===== config.mk =====
export PLATFORM = sky130hd
export DESIGN_NAME = imm_gen_pipe_flat
export DESIGN_NICKNAME = d
export VERILOG_FILES = /design/src/rtl/imm_gen_pipe_if.sv /design/src/rtl/imm_gen_pipe.sv /design/src/flat_wrapper.sv
export SDC_FILE = /design/constraint.sdc
export NUM_CORES = 1
export LEC_CHECK = 0
export ABC_AREA = 1
export CORE_ASPECT_RATIO = 0.8
export CORE_UTILIZATION = 50
export CTS_BUF_LIST = sky130_fd_sc_hd__clkbuf_8
export DETAILED_ROUTE_END_ITERATION = 10
export DONT_BUFFER_PORTS = 1
export SYNTH_ARGS = -nofsm -noshare
export SYNTH_HDL_FRONTEND = slang
export SYNTH_SLANG_ARGS = --single-unit

===== constraint.sdc =====
create_clock -name clk -period 3 [get_ports clk]
set_input_delay 0.6 -clock clk [delete_from_list [all_inputs] [get_ports clk]]
set_output_delay 0.6 -clock clk [all_outputs]
set_load 0.02 [all_outputs]

===== src/rtl/imm_gen_pipe_if.sv =====
// Stream interface for the pipelined immediate generator: an instruction/tag
// input stream and a decoded-immediate output stream, each with valid/ready.
interface imm_gen_pipe_if #(
  parameter int XLEN  = 64,
  parameter int TAG_W = 8
) ();
  logic             in_valid;
  logic             in_ready;
  logic [31:0]      in_instr;
  logic [TAG_W-1:0] in_tag;
  logic             out_valid;
  logic             out_ready;
  logic [XLEN-1:0]  out_imm;
  logic [2:0]       out_fmt;
  logic             out_illegal;
  logic [TAG_W-1:0] out_tag;

  modport master (
    output in_valid, in_instr, in_tag, out_ready,
    input  in_ready, out_valid, out_imm, out_fmt, out_illegal, out_tag
  );

  modport slave (
    input  in_valid, in_instr, in_tag, out_ready,
    output in_ready, out_valid, out_imm, out_fmt, out_illegal, out_tag
  );
endinterface


===== src/rtl/imm_gen_pipe.sv =====
// Two-stage pipelined RISC-V immediate generator with valid/ready flow
// control, flush, a pass-through tag and a saturating illegal-opcode counter.
module imm_gen_pipe #(
  parameter int XLEN          = 64,
  parameter int BRANCH_SCALED = 0,
  parameter int TAG_W         = 8,
  parameter int CNT_W         = 16
) (
  input  logic             clk,
  input  logic             reset,
  input  logic             flush,
  imm_gen_pipe_if.slave    bus,
  output logic [CNT_W-1:0] illegal_count
);

  localparam logic [2:0] FMT_R   = 3'd0;
  localparam logic [2:0] FMT_I   = 3'd1;
  localparam logic [2:0] FMT_S   = 3'd2;
  localparam logic [2:0] FMT_B   = 3'd3;
  localparam logic [2:0] FMT_U   = 3'd4;
  localparam logic [2:0] FMT_J   = 3'd5;
  localparam logic [2:0] FMT_ILL = 3'd7;

  typedef struct packed {
    logic signed [XLEN-1:0] imm;
    logic [2:0]             fmt;
    logic                   illegal;
  } dec_t;

  // Opcode decode and immediate assembly; the 32-bit result is sign-extended to XLEN.
  function automatic dec_t decode(input logic [31:0] instr);
    logic signed [31:0] imm32;
    dec_t               d;
    imm32     = '0;
    d.fmt     = FMT_R;
    d.illegal = 1'b0;
    case (instr[6:0])
      7'b0000011, 7'b0010011, 7'b0011011, 7'b1100111, 7'b1110011: begin
        d.fmt = FMT_I;
        imm32 = {{20{instr[31]}}, instr[31:20]};
      end
      7'b0100011: begin
        d.fmt = FMT_S;
        imm32 = {{20{instr[31]}}, instr[31:25], instr[11:7]};
      end
      7'b1100011: begin
        d.fmt = FMT_B;
        imm32 = {{19{instr[31]}}, instr[31], instr[7], instr[30:25], instr[11:8], 1'b0};
        if (BRANCH_SCALED == 0) imm32 = imm32 >>> 1;
      end
      7'b0110111, 7'b0010111: begin
        d.fmt = FMT_U;
        imm32 = {instr[31:12], 12'b0};
      end
      7'b1101111: begin
        d.fmt = FMT_J;
        imm32 = {{11{instr[31]}}, instr[31], instr[19:12], instr[20], instr[30:21], 1'b0};
        if (BRANCH_SCALED == 0) imm32 = imm32 >>> 1;
      end
      7'b0110011, 7'b0111011: begin
        d.fmt = FMT_R;
      end
      default: begin
        d.fmt     = FMT_ILL;
        d.illegal = 1'b1;
      end
    endcase
    d.imm = XLEN'(imm32);
    return d;
  endfunction

  // Counter increment that sticks at all-ones.
  function automatic logic [CNT_W-1:0] sat_inc(input logic [CNT_W-1:0] c);
    return (&c) ? c : c + 1'b1;
  endfunction

  logic                    vld_p1;
  logic                    vld_p2;
  logic [31:0]             instr_p1;
  logic [TAG_W-1:0]        tag_p1;
  logic signed [XLEN-1:0]  imm_p2;
  logic [2:0]              fmt_p2;
  logic                    ill_p2;
  logic [TAG_W-1:0]        tag_p2;
  logic                    s1_adv;
  logic                    s2_adv;
  dec_t                    dec_p1;
  logic [CNT_W-1:0]        cnt_q;

  assign s2_adv = !vld_p2 || bus.out_ready;
  assign s1_adv = !vld_p1 || s2_adv;

  assign bus.in_ready    = s1_adv;
  assign bus.out_valid   = vld_p2;
  assign bus.out_imm     = imm_p2;
  assign bus.out_fmt     = fmt_p2;
  assign bus.out_illegal = ill_p2;
  assign bus.out_tag     = tag_p2;
  assign illegal_count   = cnt_q;

  // Stage valids: reset beats flush, flush beats normal advance.
  always_ff @(posedge clk) begin
    if (reset) begin
      vld_p1 <= 1'b0;
      vld_p2 <= 1'b0;
    end else if (flush) begin
      vld_p1 <= 1'b0;
      vld_p2 <= 1'b0;
    end else begin
      if (s1_adv) vld_p1 <= bus.in_valid;
      if (s2_adv) vld_p2 <= vld_p1;
    end
  end

  // ---- stage 1: capture raw instruction and tag ----
  // Stage-1 payload loads only on an accepted offer, otherwise holds.
  always_ff @(posedge clk) begin
    if (s1_adv && bus.in_valid) begin
      instr_p1 <= bus.in_instr;
      tag_p1   <= bus.in_tag;
    end
  end

  // Decode from the stage-1 register so the output stage sees a full cycle of logic.
  always_comb begin
    dec_p1 = decode(instr_p1);
  end

  // ---- stage 2: decoded immediate, format and tag ----
  // Output payload is cleared on reset so the visible result fields are defined.
  always_ff @(posedge clk) begin
    if (reset) begin
      imm_p2 <= '0;
      fmt_p2 <= FMT_R;
      ill_p2 <= 1'b0;
      tag_p2 <= '0;
    end else if (s2_adv && vld_p1) begin
      imm_p2 <= dec_p1.imm;
      fmt_p2 <= dec_p1.fmt;
      ill_p2 <= dec_p1.illegal;
      tag_p2 <= tag_p1;
    end
  end

  // Count illegal results as they are handed to the consumer; flush does not touch it.
  always_ff @(posedge clk) begin
    if (reset) begin
      cnt_q <= '0;
    end else if (vld_p2 && bus.out_ready && ill_p2) begin
      cnt_q <= sat_inc(cnt_q);
    end
  end

endmodule


===== src/flat_wrapper.sv =====
// flat-port wrapper written by rule: the top's interface ports become plain ports
module imm_gen_pipe_flat 
#(
  parameter int XLEN          = 64,
  parameter int BRANCH_SCALED = 0,
  parameter int TAG_W         = 8,
  parameter int CNT_W         = 16
)
  (clk, reset, flush, illegal_count, bus_in_valid, bus_in_instr, bus_in_tag, bus_out_ready, bus_in_ready, bus_out_valid, bus_out_imm, bus_out_fmt, bus_out_illegal, bus_out_tag);
  imm_gen_pipe_if #(.XLEN(XLEN), .TAG_W(TAG_W)) bus_i ();
  input  logic clk;
  input  logic reset;
  input  logic flush;
  output logic [CNT_W-1:0] illegal_count;
  input wire logic [$bits(bus_i.in_valid)-1:0] bus_in_valid;
  input wire logic [$bits(bus_i.in_instr)-1:0] bus_in_instr;
  input wire logic [$bits(bus_i.in_tag)-1:0] bus_in_tag;
  input wire logic [$bits(bus_i.out_ready)-1:0] bus_out_ready;
  output wire logic [$bits(bus_i.in_ready)-1:0] bus_in_ready;
  output wire logic [$bits(bus_i.out_valid)-1:0] bus_out_valid;
  output wire logic [$bits(bus_i.out_imm)-1:0] bus_out_imm;
  output wire logic [$bits(bus_i.out_fmt)-1:0] bus_out_fmt;
  output wire logic [$bits(bus_i.out_illegal)-1:0] bus_out_illegal;
  output wire logic [$bits(bus_i.out_tag)-1:0] bus_out_tag;
  assign bus_i.in_valid = bus_in_valid;
  assign bus_i.in_instr = bus_in_instr;
  assign bus_i.in_tag = bus_in_tag;
  assign bus_i.out_ready = bus_out_ready;
  assign bus_in_ready = bus_i.in_ready;
  assign bus_out_valid = bus_i.out_valid;
  assign bus_out_imm = bus_i.out_imm;
  assign bus_out_fmt = bus_i.out_fmt;
  assign bus_out_illegal = bus_i.out_illegal;
  assign bus_out_tag = bus_i.out_tag;
  imm_gen_pipe #(.XLEN(XLEN), .BRANCH_SCALED(BRANCH_SCALED), .TAG_W(TAG_W), .CNT_W(CNT_W)) u_core (.clk(clk), .reset(reset), .flush(flush), .bus(bus_i), .illegal_count(illegal_count));
endmodule

### Yosys cells after proc, flatten, opt, wreduce, memory -nomap -nowiden

Cells that the tools add are included.

* output and inout port bits: 94
* word-level logic and storage cells: 41
* bits in registers: 102

* multiplexer cells: 3
* $add $sub $neg: 1
* equal/unequal tests: 12
* reduce and logical (&&, ||, !) cells: 15
* bitwise operators: 1

Operators with widths (number)
* 32-bit one-hot mux with 5 select lines: 1
* 7-bit by 6-bit equality test with 1-bit output (second input constant): 4
* 7-bit equality test (second input constant): 4
* 7-bit by 5-bit equality test with 1-bit output (second input constant): 3
* 3-bit one-hot mux with 6 select lines: 1
* 16-bit by 1-bit adder with 16-bit output (second input constant): 1
* 16-bit AND reduction: 1
* 12-bit OR reduction: 1
* 7-bit by 2-bit equality test with 1-bit output (second input constant): 1
* 2-bit OR reduction: 3
* 5-bit OR reduction: 1
* 1-bit logical AND: 4
* 1-bit zero test: 2
* 1-bit logical OR: 2
* 2-bit AND reduction: 1
* 1-bit two-way mux: 1
* 1-bit inverter: 1

### Depth between registers and ports, before layout

* word-level depth: 4
* depth in mapped cells: 11
* depth with buffers taken out: 10

### Worst setup path before layout

OpenSTA, ideal clock, no wires.

* kind: in2reg
* start: input bus_out_ready
* end: register u_core.instr_p1[0], enable pin
* required time: 2606 ps
* slack: 836 ps
* setup time: 394 ps
* stages: 4
* path buffers: 0
* arrival: 1770 ps
* cells stage by stage: inv_1 > nand3_1 > nand2_1 > inv_1

* cells in the longest elaborated chain, start to end: 3

RTL lines
* start, declared: RTL line flat_wrapper.sv:18 `input wire logic [$bits(bus_i.out_ready)-1:0] bus_out_ready;`
* 1-bit logical OR: RTL line imm_gen_pipe.sv:90 `assign s2_adv = !vld_p2 || bus.out_ready;`
* 1-bit logical OR: RTL line imm_gen_pipe.sv:91 `assign s1_adv = !vld_p1 || s2_adv;`
* named net bus_in_ready: RTL line flat_wrapper.sv:19 `output wire logic [$bits(bus_i.in_ready)-1:0] bus_in_ready;`
* 1-bit logical AND: RTL line imm_gen_pipe.sv:118 `if (s1_adv && bus.in_valid) begin`
* end signal, assigned: RTL line imm_gen_pipe.sv:119 `instr_p1 <= bus.in_instr;`
* end, declared: RTL line imm_gen_pipe.sv:79 `logic [31:0] instr_p1;`

The timed path passes the listed nets, and every way through them passes these cells.
A chain may end at the register's enable or synchronous reset.

### Worst setup path after layout

* start: register, netlist name u_core.bus.out_imm[31]
* end: output bus_out_imm[35]

RTL lines
* end, declared: RTL line flat_wrapper.sv:21 `output wire logic [$bits(bus_i.out_imm)-1:0] bus_out_imm;`

No word-level cell between the ends.

==> flow_summary.ini <==
[outcome]
status = finished, final reports clean

[critical_path]
worst-path-buf-inv = 1
r2r_setup_slack_ns = 0.98
timing.critical_path.required_ns = 2.40
timing.critical_path.max_delay_family = flip-flops
setup.worst_path.end_class = primary output
timing.critical_path.fanout_max = 26
worstReg2RegStart = u_core.illegal_count[0]$_SDFFE_PP0P_
timing.critical_path.from_type = flip-flop
critical-path-slowest-cell = dfxtp_4
timing.rr.end = u_core.illegal_count[5]$_SDFFE_PP0P_
critPathArrivalTime_ns = 1.56
path_cells = buf_16
crit_type = flip-flop to primary output
critPathMaxStageDelay_ns = 0.66
reg2reg_depth = 10

[logic_synthesis]
synthDominantAreaCellType = dfxtp_1
synth.yosys.seq_area_share_pct = 49.36
syn-instance-count = 646
synth-edff-count = 40
post_synth_design_cell_area_um2 = 4948
postSynthRegisterBits = 102
synth.cells.most_frequent = nand2_1 (202), nor2_1 (80), dfxtp_1 (62)
ys.warnings.count = 0
post_synth.cell_area_avg_um2 = 7.660
synth-async-reset-ratio_pct = 0
yosys.cell_count.top_type = nand2_1
synth_nets = 692
ys_dominant_reg_cell = dfxtp_1
ys_types = 29
synth_top_cell_area_share_pct = 25.08
ys_top_cells_by_area = dfxtp_1 (25%), edfxtp_1 (24%), nand2_1 (15%)

[route]
finalWirelength_um = 10410
drt_iter0_markers = 196
via_count = 3806
viasPerCell = 5.242
drt-pass1-iter-count = 5
avgRoutedWirePerCell_um = 14.33
detail_route.drc_violations = 0
antenna_violating_nets_post_route = 0

[clocking]
sinks_on_clock_net = 102
worst_skew_pair.late_latency_ns = 0.37
cts_resizes = 0
postCtsSetupBuffers = 0
clkTransAtPathRegs_ns = 0.10
max_buffers_root_to_sink = 2
cts_root_buf = clkbuf_8
hold_buffers = 0
cts_tree = yes
inserted_clock_buffers = 9
cts-htree-levels = 3

[timing]
final_count_of_pins_violating_max_slew = 0
finalSetupViolations = 0
fin_hold_ws_ns = 0.2915
max_clock_freq_mhz = 462.1
timing.final.ws_setup_ns = 0.8359
hold_viol_final = 0
worst_slew_margin_rel_pct = 57.48
post_layout_min_period_ns = 2.164
worst_pin_slew_ns = 0.6371
rsz0062_at_grt = false
setup_skew_ns = 0.01002
setup-tns-final_ns = 0
period_share_pct = 72.14

[worst_hold_path]
whs_path_depth = 1
timing.hold.worst_endpoint = u_core.bus.out_imm[13]$_SDFFE_PP0P_
min-delay-start = reset
holdCritPathClass = input pin to flip-flop

[placement]
numPortBuffers = 0
routabilityCongestion = 0.8094
dp_slack_ns = 0.9920
dp_hpwl_um = 7366

[floorplan]
placementRows = 32
die_w_um = 113.2
floorplan.io_pins = 139
die_area_um2 = 10300
initial_utilization_pct = 51.50
placeable_area_um2 = 9609
fp.dieH_um = 90.98

[global_routing]
grt_antenna_before_repair = 0
grt_start_max_net_pins = 49
grt-ovfl-total = 0
first_global_vias = 3588
all_layer_global_routing_usage_pct = 21.17
global_route_wire_length_before_repair_um = 17260

[cells_and_area]
insertedDiodeCount = 0
final_util_pct = 51.63
fraction_of_layout_instances_using_a_drive_strength_above_1_pct = 6.755
area_growth_from_synthesis_to_final_layout_pct = 0.2529
finalNetCount = 648

[power_and_ir_drop]
p_per_area_nw_per_um2 = 486.1
vdd_drop_max_uv = 312.7
power_leakage_uw = 0.002129
finalPower_uw = 2411

[job]
maxCapViolCount = 0
==> kinds of logic after synthesis <==
family | synth area share (%)
buffers and inverters | 11.18
AND/OR/NAND/NOR | 30.47
AO/OA/AOI/OAI | 7.156
adder cells (fa/ha/maj) | 0.2528
XOR/XNOR | 1.593
flip-flops | 49.36
==> power by group <==
| group | internal, µW | total, µW | switching (µW) |
|---|---|---|---|
| sequential | 1480 | 1530 | 44.6 |
| combinational | 25.1 | 99.5 | 74.4 |
| clock | 302 | 783 | 481 |
==> layout make-up <==
class	instances	area (µm²)
tap	119	148.9
inverter	41	153.9
multi-input combinational	440	1961
clock buffer	9	123.9
clock inverter	7	47.55
timing repair buffer	8	80.08
fill	956	4648
sequential	102	2446
==> worst register-to-register path: cells and delay by family (launching register included) <==
| family | cells | cell delay, ns |
|---|---|---|
| AOI/OAI and AO/OA | 1 | 0.06 |
| adders and majority gates | 1 | 0.25 |
| buffers and inverters | 2 | 0.25 |
| DFF | 1 | 0.52 |
| and+or+nand+nor | 6 | 0.84 |
==> per-stage QoR <==
| stage | cell area (µm²) | std cells |
|---|---|---|
| 3_5_place_dp | 4790 | 710 |
| 2_1_floorplan | 4949 | 646 |
| 6_report | 4961 | 726 |
| 3_3_place_gp | 4790 | 710 |
| 5_1_grt | 4961 | 726 |
| 4_1_cts | 4961 | 726 |
==> layout by cell type, fill, tap and decap left out <==
master and count:
a21oi_1 51, a21oi_4 1, buf_16 1, buf_4 7
clkbuf_8 9, clkinv_1 2, clkinv_2 1, clkinv_4 1
clkinvlp_4 2, dfxtp_1 61, dfxtp_4 1, edfxtp_1 40
ha_1 1, inv_1 36, inv_2 4, inv_4 1
inv_6 1, nand2_1 202, nand2_2 3, nand3_1 59
nand3_2 3, nand3b_1 1, nand4_1 5, nor2_1 80
nor2_2 3, nor2_4 1, nor2_8 1, nor3_1 2
o211a_1 1, o21ai_0 16, or2_2 1, xnor2_1 3
xor2_1 6
==> state kept, by name, summed over array words and instances (netlist names) <==
signal and count:
u_core.bus.out_fmt 3, u_core.illegal_count 16, u_core.bus.out_imm 32, u_core.instr_p1 32, u_core.bus.out_valid 1, u_core.tag_p1 8, u_core.bus.out_illegal 1, u_core.vld_p1 1
u_core.bus.out_tag 8
==> per-layer routing <==
metal / wire [µm] / up-vias / share of wire [%] / global-route usage, %
met3: 800 / 16 / 7.7 / 7.076
met5: 0 / - / 0 / 0
met4: 191 / 0 / 1.8 / 7.566
met2: 4595 / 114 / 44 / 33.13
met1: 4818 / 1729 / 46 / 27.33
li1: - / 1947 / - / -
==> how the worst max path moves through the flow <==
stage	depth (start not counted)	to	slack [ns]	from
after global placement	9	u_core.bus.out_imm[14]$_SDFFE_PP0P_	1.07	u_core.instr_p1[4]$_DFFE_PP_
after CTS	1	bus_out_imm[35]	0.81	u_core.bus.out_imm[31]$_SDFFE_PP0P_
after global routing	1	bus_out_imm[44]	0.76	u_core.bus.out_imm[31]$_SDFFE_PP0P_
final	1	bus_out_imm[35]	0.84	u_core.bus.out_imm[31]$_SDFFE_PP0P_
after detailed placement	10	u_core.illegal_count[3]$_SDFFE_PP0P_	0.99	u_core.illegal_count[0]$_SDFFE_PP0P_
after floorplan	4	u_core.instr_p1[0]$_DFFE_PP_	0.84	bus_out_ready
Power figures use the tool's default switching activity.
